[src/rtl/gb_host_bridge.sv]
// gb_host_bridge: turns valid/ready host requests into one-cycle ghostbus strobes and returns one response each.
// Optional strobe counters (stat_wr_cnt/stat_rd_cnt/stat_clr) are built when GB_HOST_BRIDGE_STATS_EN is defined.
module gb_host_bridge #(
  parameter int AW = 24,
  parameter int DW = 32,
  parameter int RD_LAT = 2
) (
  input  logic          clk,
  input  logic          rst_n,
  input  logic          req_valid,
  output logic          req_ready,
  input  logic          req_we,
  input  logic [AW-1:0] req_addr,
  input  logic [DW-1:0] req_wdata,
  output logic          rsp_valid,
  input  logic          rsp_ready,
  output logic          rsp_we,
  output logic [DW-1:0] rsp_rdata,
  output logic [AW-1:0] gb_addr,
  output logic [DW-1:0] gb_wdata,
  output logic          gb_we,
  output logic          gb_re,
`ifdef GB_HOST_BRIDGE_STATS_EN
  input  logic          stat_clr,
  output logic [15:0]   stat_wr_cnt,
  output logic [15:0]   stat_rd_cnt,
`endif
  input  logic [DW-1:0] gb_rdata
);
  if (RD_LAT < 1 || RD_LAT > 15) begin : g_bad_lat
    $error("gb_host_bridge: RD_LAT must be 1..15");
  end
  typedef enum logic [1:0] {IDLE, ISSUE, RWAIT, RESP} state_t;
  state_t state, state_nx;
  logic we_q;
  logic [3:0] cnt;
  logic accept;
  assign accept = req_valid && req_ready;
  always_ff @(posedge clk or negedge rst_n)
    if (!rst_n) state <= IDLE;
    else state <= state_nx;
  always_comb begin
    state_nx = state;
    case (state)
      IDLE:  state_nx = accept ? ISSUE : IDLE;
      ISSUE: state_nx = we_q ? RESP : RWAIT;
      RWAIT: state_nx = (cnt == 4'd0) ? RESP : RWAIT;
      RESP:  state_nx = rsp_ready ? IDLE : RESP;
      default: state_nx = IDLE;
    endcase
  end
  // req_ready is held low while reset is asserted so nothing is offered to the host
  always_comb begin
    req_ready = rst_n && (state == IDLE);
    rsp_valid = (state == RESP);
    rsp_we = (state == RESP) && we_q;
  end
  always_ff @(posedge clk or negedge rst_n)
    if (!rst_n) begin
      gb_we <= 1'b0;
      gb_re <= 1'b0;
      gb_addr <= '0;
      gb_wdata <= '0;
      we_q <= 1'b0;
      cnt <= 4'd0;
      rsp_rdata <= '0;
    end else begin
      gb_we <= accept && req_we;
      gb_re <= accept && !req_we;
      if (accept) begin
        gb_addr <= req_addr;
        gb_wdata <= req_wdata;
        we_q <= req_we;
      end
      if (state == ISSUE) begin
        cnt <= 4'(RD_LAT - 1);
        if (we_q) rsp_rdata <= '0;
      end
      if (state == RWAIT) begin
        cnt <= cnt - 4'd1;
        if (cnt == 4'd0) rsp_rdata <= gb_rdata;
      end
    end
`ifdef GB_HOST_BRIDGE_STATS_EN
  // clear has priority over a coincident strobe
  always_ff @(posedge clk or negedge rst_n)
    if (!rst_n) begin
      stat_wr_cnt <= 16'd0;
      stat_rd_cnt <= 16'd0;
    end else begin
      stat_wr_cnt <= stat_clr ? 16'd0 : stat_wr_cnt + 16'(gb_we);
      stat_rd_cnt <= stat_clr ? 16'd0 : stat_rd_cnt + 16'(gb_re);
    end
`endif
endmodule

[config.mk]
export PLATFORM = sky130hd
export DESIGN_NAME = gb_host_bridge
export DESIGN_NICKNAME = d
export VERILOG_FILES = /design/src/rtl/gb_host_bridge.sv
export SDC_FILE = /design/constraint.sdc
export NUM_CORES = 1
export LEC_CHECK = 0
export BUFFER_PORTS_ARGS = -buffer_cell sky130_fd_sc_hd__buf_4
export CAP_MARGIN = 30
export CORE_MARGIN = 4
export CORE_UTILIZATION = 31
export CTS_BUF_LIST = sky130_fd_sc_hd__clkbuf_8
export CTS_CLUSTER_DIAMETER = 50
export DETAILED_ROUTE_END_ITERATION = 16
export SKIP_CTS_REPAIR_TIMING = 1
export SKIP_LAST_GASP = 1
export SYNTH_ARGS = -nofsm -noshare
export SYNTH_HDL_FRONTEND = slang
export SYNTH_SLANG_ARGS = --single-unit
[constraint.sdc]
create_clock -name clk -period 2.46 [get_ports clk]
set_clock_uncertainty 0.05 [all_clocks]
set_input_delay 0.246 -clock clk [delete_from_list [all_inputs] [get_ports clk]]
set_output_delay 0.246 -clock clk [all_outputs]
set_load 0.01 [all_outputs]
After elaboration in Yosys (flattened, before gate mapping)
Index checks and enable logic that the tools add are counted.
- output and inout bits: 93
- input port bits: 93
- register bits: 97
- $add $sub $neg: 1
- muxes and demuxes: 11
- equality and inequality tests: 3
- reduce and logical (&&, ||, !) cells: 9
- operators by type and width (cell ; number):
    32-bit two-way mux ; 4
    4-bit two-way mux ; 2
    2-bit case mux with 4 select lines ; 1
    1-bit logical AND ; 5
    2-bit == test, second input constant ; 2
    4-bit logical NOT ; 1
    4-bit by 1-bit subtractor with 4-bit output, second input constant ; 1
    1-bit two-way mux ; 3
    2-bit by 1-bit == test with 1-bit output, second input constant ; 1
    2-bit logical NOT ; 1
    2-bit two-way mux ; 1
    2-bit nonzero test ; 1
    1-bit logical NOT ; 1

Longest topological paths before layout
- depth in word-level cells: 5
- mapped depth: 7
- mapped depth without buffers: 5

Worst setup path before layout
OpenSTA, ideal clock, no wires.
- kind: reg2reg
- start: register state[1]
- end: register gb_addr[16]
- stages on the path, launching flop included: 8
- slack: 0.764 ns
- period minus slack after synthesis: 1.696 ns
- arrival: 1.521 ns
- required time: 2.285 ns
- cell sequence: dfrtp_1 -> inv_1 -> ha_1 -> and2_1 -> nand2_2 -> buf_4 -> buf_6 -> mux2_2
- word-level cells in the longest chain between the ends: 3
- RTL lines (what ; RTL line ; text):
    start: declaration ; 34 ; state_t state, state_nx;
    start signal: assignment ; 41 ; else state <= state_nx;
    2-bit logical NOT ; 54 ; req_ready = rst_n && (state == IDLE);
    1-bit logical AND ; 54 ;
    named net req_ready ; 11 ; output logic req_ready,
    1-bit logical AND ; 38 ; assign accept = req_valid && req_ready;
    end signal: assignment ; 71 ; gb_addr <= req_addr;
    end: declaration ; 19 ; output logic [AW-1:0] gb_addr,
The timed path passes the listed nets, and every way through them passes these cells.
A chain may end at the register's enable or synchronous reset.

Worst setup path in the final report
- start: register state[0]
- end: register rsp_rdata[26]
- word-level cells in the longest chain between the ends: 4
- elaborated cells on any way between the ends: 5
- those cells by class: 2 x eq/ne; 3 x mux
- RTL lines (what ; RTL line ; text):
    2-bit by 1-bit == test with 1-bit output ; 75 ; if (state == ISSUE) begin
    32-bit two-way mux ; 75 ;
    32-bit two-way mux ; 81 ; if (cnt == 4'd0) rsp_rdata <= gb_rdata;
    32-bit two-way mux * ; 79 ; if (state == RWAIT) begin
    end signal: assignment ; 81 ;
    end: declaration ; 18 ; output logic [DW-1:0] rsp_rdata,
Mark *: on every way between the ends. The rest lies on a longest branch, timed or not.

==> qor.csv <==
metric,value,unit
ant_nets,0,
root_buffer,clkbuf_8,
async_reset_ff_share,100.0,%
start_kind,flop,
grt_usage,13.43,%
start_util,32.19,%
cp.required,2690,ps
yosys.cell_count.top_type,dfrtp_1,
grt_overflow,0,
numPortBuffers,185,
slew_headroom,68.69,%
cellPowerDensity,1144,nW/um^2
clock_latency,350,ps
ys_ff_latch,97,
grt_pass1_wl,15080,um
boundaryPins,186,
rsz0062_at_grt,false,
ys_top_cells_by_area,"dfrtp_1, mux2_2, a22o_1, ha_1, buf_6",
setup_violations,0,
placed_area,5269,um^2
rows,39,
ir_drop,0.0005080,V
outcome,finished clean,
post-place-ws,542.6,ps
maxCapViolations,0,
synth-edff-count,0,
cts_tree,done,
reg2reg_to,rsp_rdata[26]$_DFF_PN0_,
num_vias,2659,
die_area,13830,um^2
fin_ws,528.8,ps
die_height,117.6,um
htreeDepth,3,
final_cell_area,5485,um^2
worst_r2r_path_depth,5,
antenna_cells,0,
timing.rr.start,state[0]$_DFF_PN0_,
power,6.277,mW
min_path_cells,2,
grt_pass1_vias,2870,
finalMaxSlewViolations,0,
cts.clk_slew.worst_paths,90,ps
critPathKind,flop to flop,
period_share,78.51,%
crit_fanout,32,
numCtsBuffers,9,
worstHoldPathType,input pin to flop,
worst_ep_arrival_time,2160,ps
yosysTopAreaCellShare,65.21,%
syn_nets,336,
yosys_warnings,0,
worst_pin_slew,469.7,ps
drtPass1Iterations,4,
cp-end-kind,flop,
regToRegSetupSlack,530,ps
syn_inst,236,
final.setup.tns,0,ps
place.gp.congestion,0.7149,
synth.distinct_cells,27,
viasPerCell,4.649,
clkSinkCount,97,
initialDrtViolationCount,127,
core-area,11560,um^2
grt_max_degree,59,
antenna_found_initial,0,
synth_common_cells,"dfrtp_1, mux2_2, a22o_1",
min_from,gb_rdata[14],
leakage,2.758,nW
synth_largest_area_cell,dfrtp_1,
synth_seq_area_share,65.21,%
hpwl,6986,um
clock.fmax,517.8,MHz
die_x,117.6,um
post-route-min-period,1931,ps
clock_path_buffers,2,
synth-main-ff-cell,dfrtp_1,
wl,9388,um
synth_area_per_cell,15.77,um^2
drive_gt1_share,61.31,%
wl_per_cell,16.41,um
holdPathEnd,rsp_rdata[14]$_DFF_PN0_,
drc,0,
area_delta_synth_final,47.36,%
finalNetCount,525,
hold_viol,0,
syn-cell-area,3722,um^2
==> layout make-up <==
cell class	count	area, um^2
clock buffer	11	151.4
clock inverter	4	45.04
fill	1026	6080
inverter	5	18.77
multi-input combinational	120	1185
sequential	97	2427
tap	143	178.9
timing repair buffer	192	1479
==> where the power goes <==
part	switching, mW	leakage [nW]	total (mW)	internal (mW)
Sequential	0.378	1.21	2.64	2.26
Combinational	1.10	1.44	2.60	1.51
Clock	0.522	0.104	1.04	0.514
==> worst max-delay path: stages (launching register included) <==
cell and delay (ps):
dfrtp_1 410, inv_1 130, ha_1 320, nor4bb_4 330
buf_4 400, a22o_1 220
==> cells by family (layout without fill, tap and decap cells) <==
logic type	count (synthesis)	count (layout)	synth area share (%)
and+or+nand+nor	15	15	2.421
muxes	56	56	16.94
AOI/OAI and AO/OA	42	42	9.715
adders and majority gates	7	7	2.353
DFF	97	97	65.21
buffers and inverters	19	212	3.361
==> per-stage QoR <==
step	instances	hold WS (ps)	util [%]
floorplan	236	-99.59	-
detailed placement	555	79.65	45.56
finish	572	62.11	47.43
CTS	570	-316.9	47.26
global placement	554	83.83	45.32
global route	572	41.00	47.43
==> layer usage <==
metal,GRT usage (%),vias to the layer above,routed length (um)
met3,3.748,13,668
met4,5.495,0,160
met5,0,-,0
li1,-,1219,-
met2,22.58,106,4641
met1,16.30,1321,3918
==> cells in the final DEF (no fill, tap or decap), types with 2 or more instances in the layout <==
cell type      instances
clkbuf_8              11
buf_4                188
nand3_1                2
inv_1                  7
a22o_1                32
nand3b_1               2
dfrtp_1               97
mux2_2                56
o21ai_0                4
and2_1                 2
dlygate4sd3_1          2
nor2_1                 2
ha_1                   7
==> registers in the layout (all words and copies together) (netlist names) <==
name,count
gb_wdata,32
rsp_rdata,32
gb_addr,24
cnt,4
state,2
gb_re,1
gb_we,1
we_q,1
==> how the worst max path moves through the flow <==
stage                       start                       to  slack (ps)
6_report       state[0]$_DFF_PN0_  rsp_rdata[26]$_DFF_PN0_         530
3_3_place_gp   state[0]$_DFF_PN0_  rsp_rdata[10]$_DFF_PN0_         620
5_1_grt        state[0]$_DFF_PN0_  rsp_rdata[28]$_DFF_PN0_         430
2_1_floorplan  state[1]$_DFF_PN0_  gb_addr[16]$_DFFE_PN0P_         760
3_5_place_dp   state[0]$_DFF_PN0_  rsp_rdata[26]$_DFF_PN0_         540
4_1_cts        state[0]$_DFF_PN0_  rsp_rdata[26]$_DFF_PN0_         520
(Power assumes the default switching activity.)
